`config.mk`:
```
export PLATFORM = sky130hd
export DESIGN_NAME = keypad_debounce
export DESIGN_NICKNAME = d
export VERILOG_FILES = /design/src/rtl/keypad_debounce.sv
export SDC_FILE = /design/constraint.sdc
export NUM_CORES = 1
export LEC_CHECK = 0
export CORE_MARGIN = 3
export CORE_UTILIZATION = 53
export DETAILED_ROUTE_END_ITERATION = 12
export GPL_TIMING_DRIVEN = 0
export PLACE_DENSITY = 0.72
export RECOVER_POWER = 100
export SLEW_MARGIN = 30
export SYNTH_ARGS = -nofsm -noshare
export SYNTH_HDL_FRONTEND = slang
export SYNTH_SLANG_ARGS = --single-unit
```
`constraint.sdc`:
```
create_clock -name clk -period 2.3 [get_ports clk]
set_clock_uncertainty 0.2 [all_clocks]
set_input_delay 0.23 -clock clk [delete_from_list [all_inputs] [get_ports clk]]
set_output_delay 0.23 -clock clk [all_outputs]
set_load 0.01 [all_outputs]
```
`src/rtl/keypad_debounce.sv`:
```
// Keypad press debouncer: qualifies a stable key code, emits one strobe per press,
// and requires a debounced release before accepting another key. Auto-repeat: KEYPAD_DB_REPEAT_EN.
module keypad_debounce #(
  parameter int DB_CYCLES     = 20,
  parameter int REPEAT_CYCLES = 200,
  parameter int CNT_W         = 8
) (
  input  logic       clk,
  input  logic       reset,
  input  logic [4:0] k_raw,
  output logic       key_strobe,
  output logic [3:0] key_code,
  output logic       key_held
);

  typedef enum logic [1:0] {
    IDLE    = 2'd0,
    CONFIRM = 2'd1,
    HELD    = 2'd2,
    RELEASE = 2'd3
  } state_t;

`ifdef KEYPAD_DB_REPEAT_EN
  localparam bit REPEAT_EN = 1'b1;
`else
  localparam bit REPEAT_EN = 1'b0;
`endif

  localparam logic [CNT_W-1:0] DB_LAST  = CNT_W'(DB_CYCLES - 1);
  localparam logic [CNT_W-1:0] REP_LAST = CNT_W'(REPEAT_CYCLES - 1);
  localparam logic [CNT_W-1:0] CNT_ONE  = CNT_W'(1);
  localparam logic [CNT_W-1:0] CNT_MAX  = '1;

  state_t           state, state_nxt;
  logic [3:0]       cand, cand_nxt;
  logic [CNT_W-1:0] cnt, cnt_nxt, cnt_inc;
  logic             strobe_nxt;
  logic [3:0]       code_nxt;
  logic             held_nxt;
  logic             valid, match;

  assign valid   = ~k_raw[4];
  assign match   = valid && (k_raw[3:0] == cand);
  // Saturating increment; terminal counts are always below CNT_MAX for legal widths.
  assign cnt_inc = (cnt == CNT_MAX) ? cnt : cnt + CNT_ONE;

  always_ff @(posedge clk or negedge reset) begin
    if (!reset) begin
      state      <= IDLE;
      cand       <= 4'h0;
      cnt        <= '0;
      key_strobe <= 1'b0;
      key_code   <= 4'h0;
      key_held   <= 1'b0;
    end else begin
      state      <= state_nxt;
      cand       <= cand_nxt;
      cnt        <= cnt_nxt;
      key_strobe <= strobe_nxt;
      key_code   <= code_nxt;
      key_held   <= held_nxt;
    end
  end

  always_comb begin
    state_nxt  = state;
    cand_nxt   = cand;
    cnt_nxt    = cnt;
    strobe_nxt = 1'b0;
    code_nxt   = key_code;
    case (state)
      IDLE: begin
        if (valid) begin
          cand_nxt  = k_raw[3:0];
          cnt_nxt   = CNT_ONE;
          state_nxt = CONFIRM;
        end
      end
      CONFIRM: begin
        if (!match) begin
          state_nxt = IDLE;
          cnt_nxt   = '0;
        end else if (cnt == DB_LAST) begin
          state_nxt  = HELD;
          strobe_nxt = 1'b1;
          code_nxt   = cand;
          cnt_nxt    = '0;
        end else begin
          cnt_nxt = cnt_inc;
        end
      end
      HELD: begin
        // A second valid key rolled on while held is ignored outright.
        if (match) begin
          if (REPEAT_EN) begin
            if (cnt == REP_LAST) begin
              strobe_nxt = 1'b1;
              cnt_nxt    = '0;
            end else begin
              cnt_nxt = cnt_inc;
            end
          end
        end else if (!valid) begin
          state_nxt = RELEASE;
          cnt_nxt   = CNT_ONE;
        end
      end
      RELEASE: begin
        if (match) begin
          state_nxt = HELD;
          cnt_nxt   = '0;
        end else if (valid) begin
          // Another key restarts the release qualification, never a new press.
          cnt_nxt = '0;
        end else if (cnt == DB_LAST) begin
          state_nxt = IDLE;
          cnt_nxt   = '0;
        end else begin
          cnt_nxt = cnt_inc;
        end
      end
      default: begin
        state_nxt = IDLE;
        cnt_nxt   = '0;
      end
    endcase
    held_nxt = (state_nxt == HELD) || (state_nxt == RELEASE);
  end

endmodule

```
# Yosys cells after proc, flatten, opt, wreduce, memory -nomap -nowiden
# Index checks and enable logic that the tools add are counted.
# word_totals
ff_bits,20
in_bits,7
output_inout_bits,6
wordCells,46
# op_classes
addsub,1
n_eq_ne,11
mux,21
bitwise_logic,1
reduce_logical,6
# ops
operator,n
$mux W8,8
$pmux W8 S4,1
$mux W2,8
$add A8 B1 Y8 const B,1
$eq A2 B2 Y1 const B,4
$eq A8 B5 Y1 const B,1
$eq A8 B8 Y1 const B,1
$pmux W2 S4,1
$ne A2 B2 Y1 const B,3
$reduce_and A3 Y1,2
$eq A4 B4 Y1,1
$mux W1,3
$eq A2 B1 Y1 const B,1
$logic_not A2 Y1,1
$reduce_and A2 Y1,1
$logic_and A1 B1 Y1,1
$logic_or A1 B1 Y1,1
$not A1 Y1,1

# Depth between registers and ports, before layout
# Gate-level depths: netlist of run 1.
# depth
ltp_word,7
ltp_mapped,7
mapped_depth_nobuf,6

# Worst setup path after synthesis of run 1
# OpenSTA, ideal clock, no wires.
# synth_path
path_type,reg2reg
start,register cnt[0]
end,register key_code[0]
setup_time_ns,0.125
arrival_time_ns,1.682
required_time_ns,1.975
slack_ns,0.293
path_stages_with_launch,7
path_buffers,0
synth_period_minus_slack_ns,2.007
path_cell_list,dfrtp_1 -> ha_1 -> nor4b_4 -> and3_4 -> nand2_4 -> nor4_4 -> mux2_2
# synth_between
elab_chain_len,2
# synth_lines
element,line_no,source
"start, declared",36,"logic [CNT_W-1:0] cnt, cnt_nxt, cnt_inc;"
"start signal, assigned",58,cnt <= cnt_nxt;
$eq A8 B5 Y1,83,end else if (cnt == DB_LAST) begin
$reduce_and A3 Y1 (no line),--,
"end signal, assigned",60,key_code <= code_nxt;
"end, declared",12,"output logic [3:0] key_code,"
# Every way passes these cells.
# A chain may end at the register's enable or synchronous reset.

# Final worst setup path of run 1
# layout_path
start,register cnt[1]
end,register key_code[3]
# Same word-level chain as after synthesis.

==> results of run 1 <==
## critical path, delay by kind of cell (launching register included)
kind	cells	cell delay, ps
buffers and inverters	1	180
muxes	1	330
and+or+nand+nor	4	770
DFF	1	430
adders and majority gates	1	160
## logic make-up (layout without fill, tap and decap cells)
logic type               count (synthesis)  count (layout)
flip-flops                              19              19
XOR/XNOR                                 5               5
multiplexers                             9               9
AO/OA/AOI/OAI                           27              27
buffers and inverters                    7              27
adder cells (fa/ha/maj)                  1               1
AND/OR/NAND/NOR                         36              36
## repair_timing
action	4_1_cts	5_1_grt
hold buffers	0	0
setup buffers	0	5
resized for setup	0	4
setup endpoints to repair	0	4
## routing by layer
layer / part of all wire, % / wire, um
met3: 3.9 / 84
met5: 0 / 0
met4: 1.6 / 34
met2: 44 / 949
met1: 50 / 1070
## layout make-up
class	count	area, um^2
buffer	5	25.0
clock buffer	4	26.3
fill	141	532
inverter	2	7.51
multi-input combinational	78	578
sequential	19	477
tap	25	31.3
timing repair buffer	16	144
## Yosys cell counts
cell	instances	area [um^2]
nor3_1	3	15.0
dfrtp_1	19	475
a22o_1	2	17.5
mux2i_1	1	10.0
xor2_1	1	8.76
nor2_1	10	37.5
a221oi_1	1	8.76
and3_4	1	11.3
o21ai_0	4	20.0
o21ai_4	1	16.3
nand2b_1	1	6.26
nor4b_4	1	23.8
nor4_4	1	21.3
a31o_2	2	17.5
nand3b_1	2	15.0
mux2_2	8	90.1
o22a_1	1	8.76
clkbuf_2	1	5.00
a21oi_1	10	50.1
nor2b_1	1	6.26
nand2_1	5	18.8
ha_1	1	12.5
buf_4	1	7.51
a21o_1	1	7.51
nand2_4	1	11.3
inv_1	2	7.51
o31ai_1	1	7.51
nand4_1	3	18.8
or3b_1	1	8.76
nor4_1	1	6.26
buf_2	2	10.0
xnor2_1	4	35.0
a31oi_1	4	25.0
or3_4	1	11.3
nand3_1	4	20.0
clkbuf_1	1	3.75
## final timing paths
kind | startpoint | endpoint | slack (ps) | cells after the start
hold reg to reg | key_code[0] | key_code[0] | 320 | 1
max in group asynchronous | reset | cnt[0] | 1080 | 1
setup / recovery | cnt[1] | key_code[3] | 100 | 7
setup reg to reg | cnt[1] | key_code[3] | 100 | 7
min in group asynchronous | reset | key_code[1] | 260 | 1
hold / removal | k_raw[4] | key_strobe | 50 | 2
## power by group through the flow
stage / logic (uW) / registers (uW) / clock network, uW
CTS: 271 / 434 / 175
global placement: 261 / 436 / 0
finish: 286 / 440 / 171
detailed placement: 270 / 441 / 0
global route: 320 / 450 / 196
floorplan: 214 / 430 / 0
## registers in the layout (all words and copies together) (netlist names)
name        count
key_code        4
key_strobe      1
state           1
cand            4
cnt             8
key_held        1
## through the flow
stage / setup TNS (ps) / util [%] / power, uW / worst slack, ps / area, um^2
after floorplan: 0 / - / 645 / 293 / 1080
after global placement: -240 / 66.9 / 697 / -62.0 / 1220
after detailed placement: -302 / 66.9 / 711 / -77.5 / 1220
after CTS: 0 / 68.3 / 880 / 25.1 / 1240
after global routing: 0 / 70.8 / 966 / 7.07 / 1290
final: 0 / 70.8 / 897 / 103 / 1290
==> qor.yml, run 1 <==
wirelength_um: 2140
grt_overflow: 0
clockBufferDepth: 2
routedWlPerCell_um: 14.4
num_io_pins: 13
path_cells: "ha_4 -> nor4b_4 -> and3_4 -> nand2_4 -> nor4_4 -> buf_4 -> mux2_2"
synthToLayoutAreaGrowth_pct: 19.8
rsz0062_at_grt: "no"
syn_area_mm2: 0.00108
mostFrequentLayoutCells: "dfrtp_1, nor2_1, a21oi_1"
worstSetupEndpointType: "flop"
p_seq_share_pct: 49.1
final_cells: 149
clock_latency_ps: 300
clk_pin_slew_ps: 110
ys_seq_area_share_pct: 44.2
yosys.area_share.simple_pct: 21.5
min_path_type: "in2reg"
numCtsBuffers: 3
rows: 15
grt_pass1_wl_um: 3840
met3_usage_pct: 2.92
fp.coreArea_mm2: 0.00182
drtIter0Drc: 23
dp_cells: 140
crit_type: "reg2reg"
routed_via_density: 5.87
crit_fanout: 4
muxShareOfSynthArea_pct: 9.30
outcome: "completed"
arrival_ps: 2190
postRouteAntennaNets: 0
synthCells: 104
final_common_cell: "dfrtp_1"
power_frac_comb_pct: 31.9
die_y_um: 51.1
antenna_found_initial: 0
period_share_pct: 95.5
layout-drive-gt1-share_pct: 21.8
grt_start_max_net_pins: 20
cts_num_sinks: 19
portBuffers: 11
hold_slack_ps: 49.4
grt_pass1_vias: 827
power.net_switching_uw: 293
yosys.area_share.xor_xnor_pct: 4.07
sw_frac_of_total_pct: 32.7
ys_ff_latch: 19
vdd_drop_max_v: 0.000544
syn_area_per_cell_um2: 10.3
tightest_slew_ps: 830
required_ps: 2290
synth_cell_types: 36
synth_top_family_by_area: "simple AND/OR/NAND/NOR gates"
leakage_uw: 0.000528
slew_viol_final: 0
intPower_uw: 604
maxSlewHeadroom_pct: 44.5
start_util_pct: 59.1
cpPeakStageDelay_ps: 430
gr-usage-met1_pct: 28.1
finalHoldViolCount: 0
synthAdderAreaFrac_pct: 1.16
fmax_mhz: 455
finalNetCount: 133
die_width_um: 51.1
drt_pass1_iterations: 4
setup_viol: 0
h-tree-depth: 1
synth_compound_area_share_pct: 16.6
place.gp.congestion: 0.832
power_density_mw_per_mm2: 696
yosysWarningCount: 0
finalCriticalPeriod_ps: 2200
dp_hpwl_um: 1550
clockPowerShare_pct: 19.0
top_usage_layer: "met2"
drc: 0
slowest_stage: "dfrtp_1"
clockRootBuffer: "clkbuf_4"
maxCapViolations: 0
grt_usage_pct: 19.3
dieArea_mm2: 0.00261
syn-num-nets: 112
tritoncts: "built"
grt_util_met2_pct: 29.0
via_count: 874
start_kind: "flop"
diodes: 0
Power figures use the tool's default switching activity.
==> run 2, diff against run 1 <==
CORE_UTILIZATION = 60   (was 53)
DONT_BUFFER_PORTS = 1   (was unset)
==> run 2 against run 1 <==
Compared with the run above:
- first-iteration DRC count up 22%
- largest cell class unchanged
- register-to-register slack worse by 30 ps
- routed wire length shrank 1.5%
- sequential share of layout area grew 1.8 points
- combinational power increased by 2%
- critical path type unchanged
- worst hold slack got worse by 8.2 ps
- maximum frequency decreased by 1.3%
==> qor.yml, run 2 (synthesized netlist as in run 1, its figures left out) <==
numCtsBuffers: 3  # unchanged
rows: 14  # -1
wirelength_um: 2110  # -1.5%
maxSlewHeadroom_pct: 44.2  # -0.33 points
layout_setup_ws_ps: 74.0  # -29.4 ps
worstSetupEndpoint: "key_code[3]"
tritoncts: "built"
arrival_ps: 2220  # +30 ps
crit_start: "cnt[1]"
multi_input_area_um2: 579  # +0.22%
fmax_mhz: 449  # -1.3%
clk_pin_slew_ps: 110  # about the same
grt_pass1_wl_um: 3790  # -1.4%
r2r_setup_slack_ps: 70  # -30 ps
diodes: 0  # unchanged
antenna_found_initial: 0  # unchanged
final-seq-area_um2: 475  # -0.26%
drtIter0Drc: 28  # +22%
crit_buf_inv: 0  # -1
finalCriticalPeriod_ps: 2230  # +29.4 ps
clock_latency_ps: 300  # about the same
clockRootBuffer: "clkbuf_4"
fin_area_mm2: 0.00122  # -5.0%
finalNetCount: 126  # -5.3%
die_y_um: 48.4  # -5.3%
p_total_uw: 896  # -0.11%
min_path_type: "in2reg"
tightest_slew_ps: 835  # +4.95 ps
outcome: "completed"
fin_util_pct: 76.8  # +6.1 points
regMostFlops: "cnt"
cts_num_sinks: 19  # unchanged
layout-drive-gt1-share_pct: 23.9  # +2.2 points
portBuffers: 0  # -11
final_common_cell: "dfrtp_1"
die_width_um: 48.4  # -5.3%
r2r-start: "cnt[1]"
path_cells: "ha_4 -> nor4b_4 -> and3_4 -> nand2_4 -> nor4_4 -> mux2_2"
mostFrequentLayoutCells: "dfrtp_1, nor2_1, a21oi_1"
dieArea_mm2: 0.00234  # -10%
crit_fanout: 4  # unchanged
worstSetupEndpointType: "flop"
grt_pass1_vias: 839  # +1.5%
place.gp.congestion: 0.889  # +6.9%
final.setup.tns_ps: 0  # unchanged
crit_type: "reg2reg"
maxCapViolations: 0  # unchanged
routedWlPerCell_um: 15.0  # +4.1%
period_share_pct: 96.8  # +1.3 points
r2r_cells: 6  # -1
setup_viol: 0  # unchanged
num_io_pins: 13  # unchanged
grt_start_max_net_pins: 20  # unchanged
crit_cells: 6  # -1
slew_viol_final: 0  # unchanged
slowest_stage: "dfrtp_1"
routed_via_density: 6.03  # +2.8%
start_kind: "flop"
dp_hpwl_um: 1450  # -6.2%
regToRegEndpoint: "key_code[3]"
synthToLayoutAreaGrowth_pct: 13.8
fp.coreArea_mm2: 0.00159  # -12%
grt_usage_pct: 20.3  # +0.97 points
start_util_pct: 67.5  # +8.4 points
nFillCells: 115  # -18%
via_count: 850  # -2.7%
grt_overflow: 0  # unchanged
critPathTopFamily: "simple AND/OR/NAND/NOR gates"
finalHoldViolCount: 0  # unchanged
power_density_mw_per_mm2: 732  # +5.1%
required_ps: 2300  # about the same
drc: 0  # unchanged
cpPeakStageDelay_ps: 430  # about the same
reg.largest.list: "cnt x8, cand x4, key_code x4"
vdd_drop_max_v: 0.000526  # -3.2%
postRouteAntennaNets: 0  # unchanged
clockBufferDepth: 2  # unchanged
leakage_uw: 0.000495  # -6.1%
placed_cell_area_mm2: 0.00111  # -9.1%
pre_cts_slack_ps: 66.1  # +144 ps
largest_reg_flops: 8  # unchanged
h-tree-depth: 1  # unchanged
drt_pass1_iterations: 4  # unchanged
[run 2: what timing repair did]
item                                    4_1_cts  5_1_grt
endpoints found under the setup margin        0        4
hold buffers                                  5        0
endpoints found under the hold margin        23        0
resized for setup                             0        2
buffers inserted                              0        4
[run 2: report_power, final]
group / internal, uW / switching [uW]
sequential: 389 / 43.0
clock: 67.6 / 104
combinational: 146 / 147
[run 2: final cells by class]
class / count / area share, %
multi-input combinational: 78 / 47.3
sequential: 19 / 38.8
timing repair buffer: 9 / 6.54
tap: 24 / 2.45
clock buffer: 4 / 2.15
buffer: 5 / 2.15
inverter: 2 / 0.613
[run 2: how the worst min path moves through the flow]
stage	startpoint	to	slack, ps	cells past startpoint
detailed placement	reset	key_strobe	-270	0
CTS	k_raw[4]	key_strobe	40	2
global route	k_raw[4]	key_strobe	50	2
global placement	reset	key_strobe	-270	0
finish	k_raw[4]	key_strobe	40	2
floorplan	reset	cand[0]	-270	0
[run 2: worst register-to-register path: stages, from the launching register on]
cell and delay [ps]:
dfrtp_1 430, ha_4 180, nor4b_4 220, and3_4 260, nand2_4 70, nor4_4 380
mux2_2 380
[run 2: routing by layer]
| layer | track usage (%) | up-vias | share of wire [%] |
|---|---|---|---|
| met5 | 0 | - | 0 |
| met4 | 7.58 | 0 | 2.2 |
| met3 | 3.68 | 7 | 5.4 |
| met2 | 31.4 | 25 | 45 |
| met1 | 28.3 | 405 | 47 |
| li1 | - | 413 | - |
[run 2: metrics by stage]
stage	instances	hold WS (ps)
2_1_floorplan	104	-266
3_3_place_gp	128	-265
3_5_place_dp	128	-265
4_1_cts	137	38.8
5_1_grt	141	52.5
6_report	141	41.2
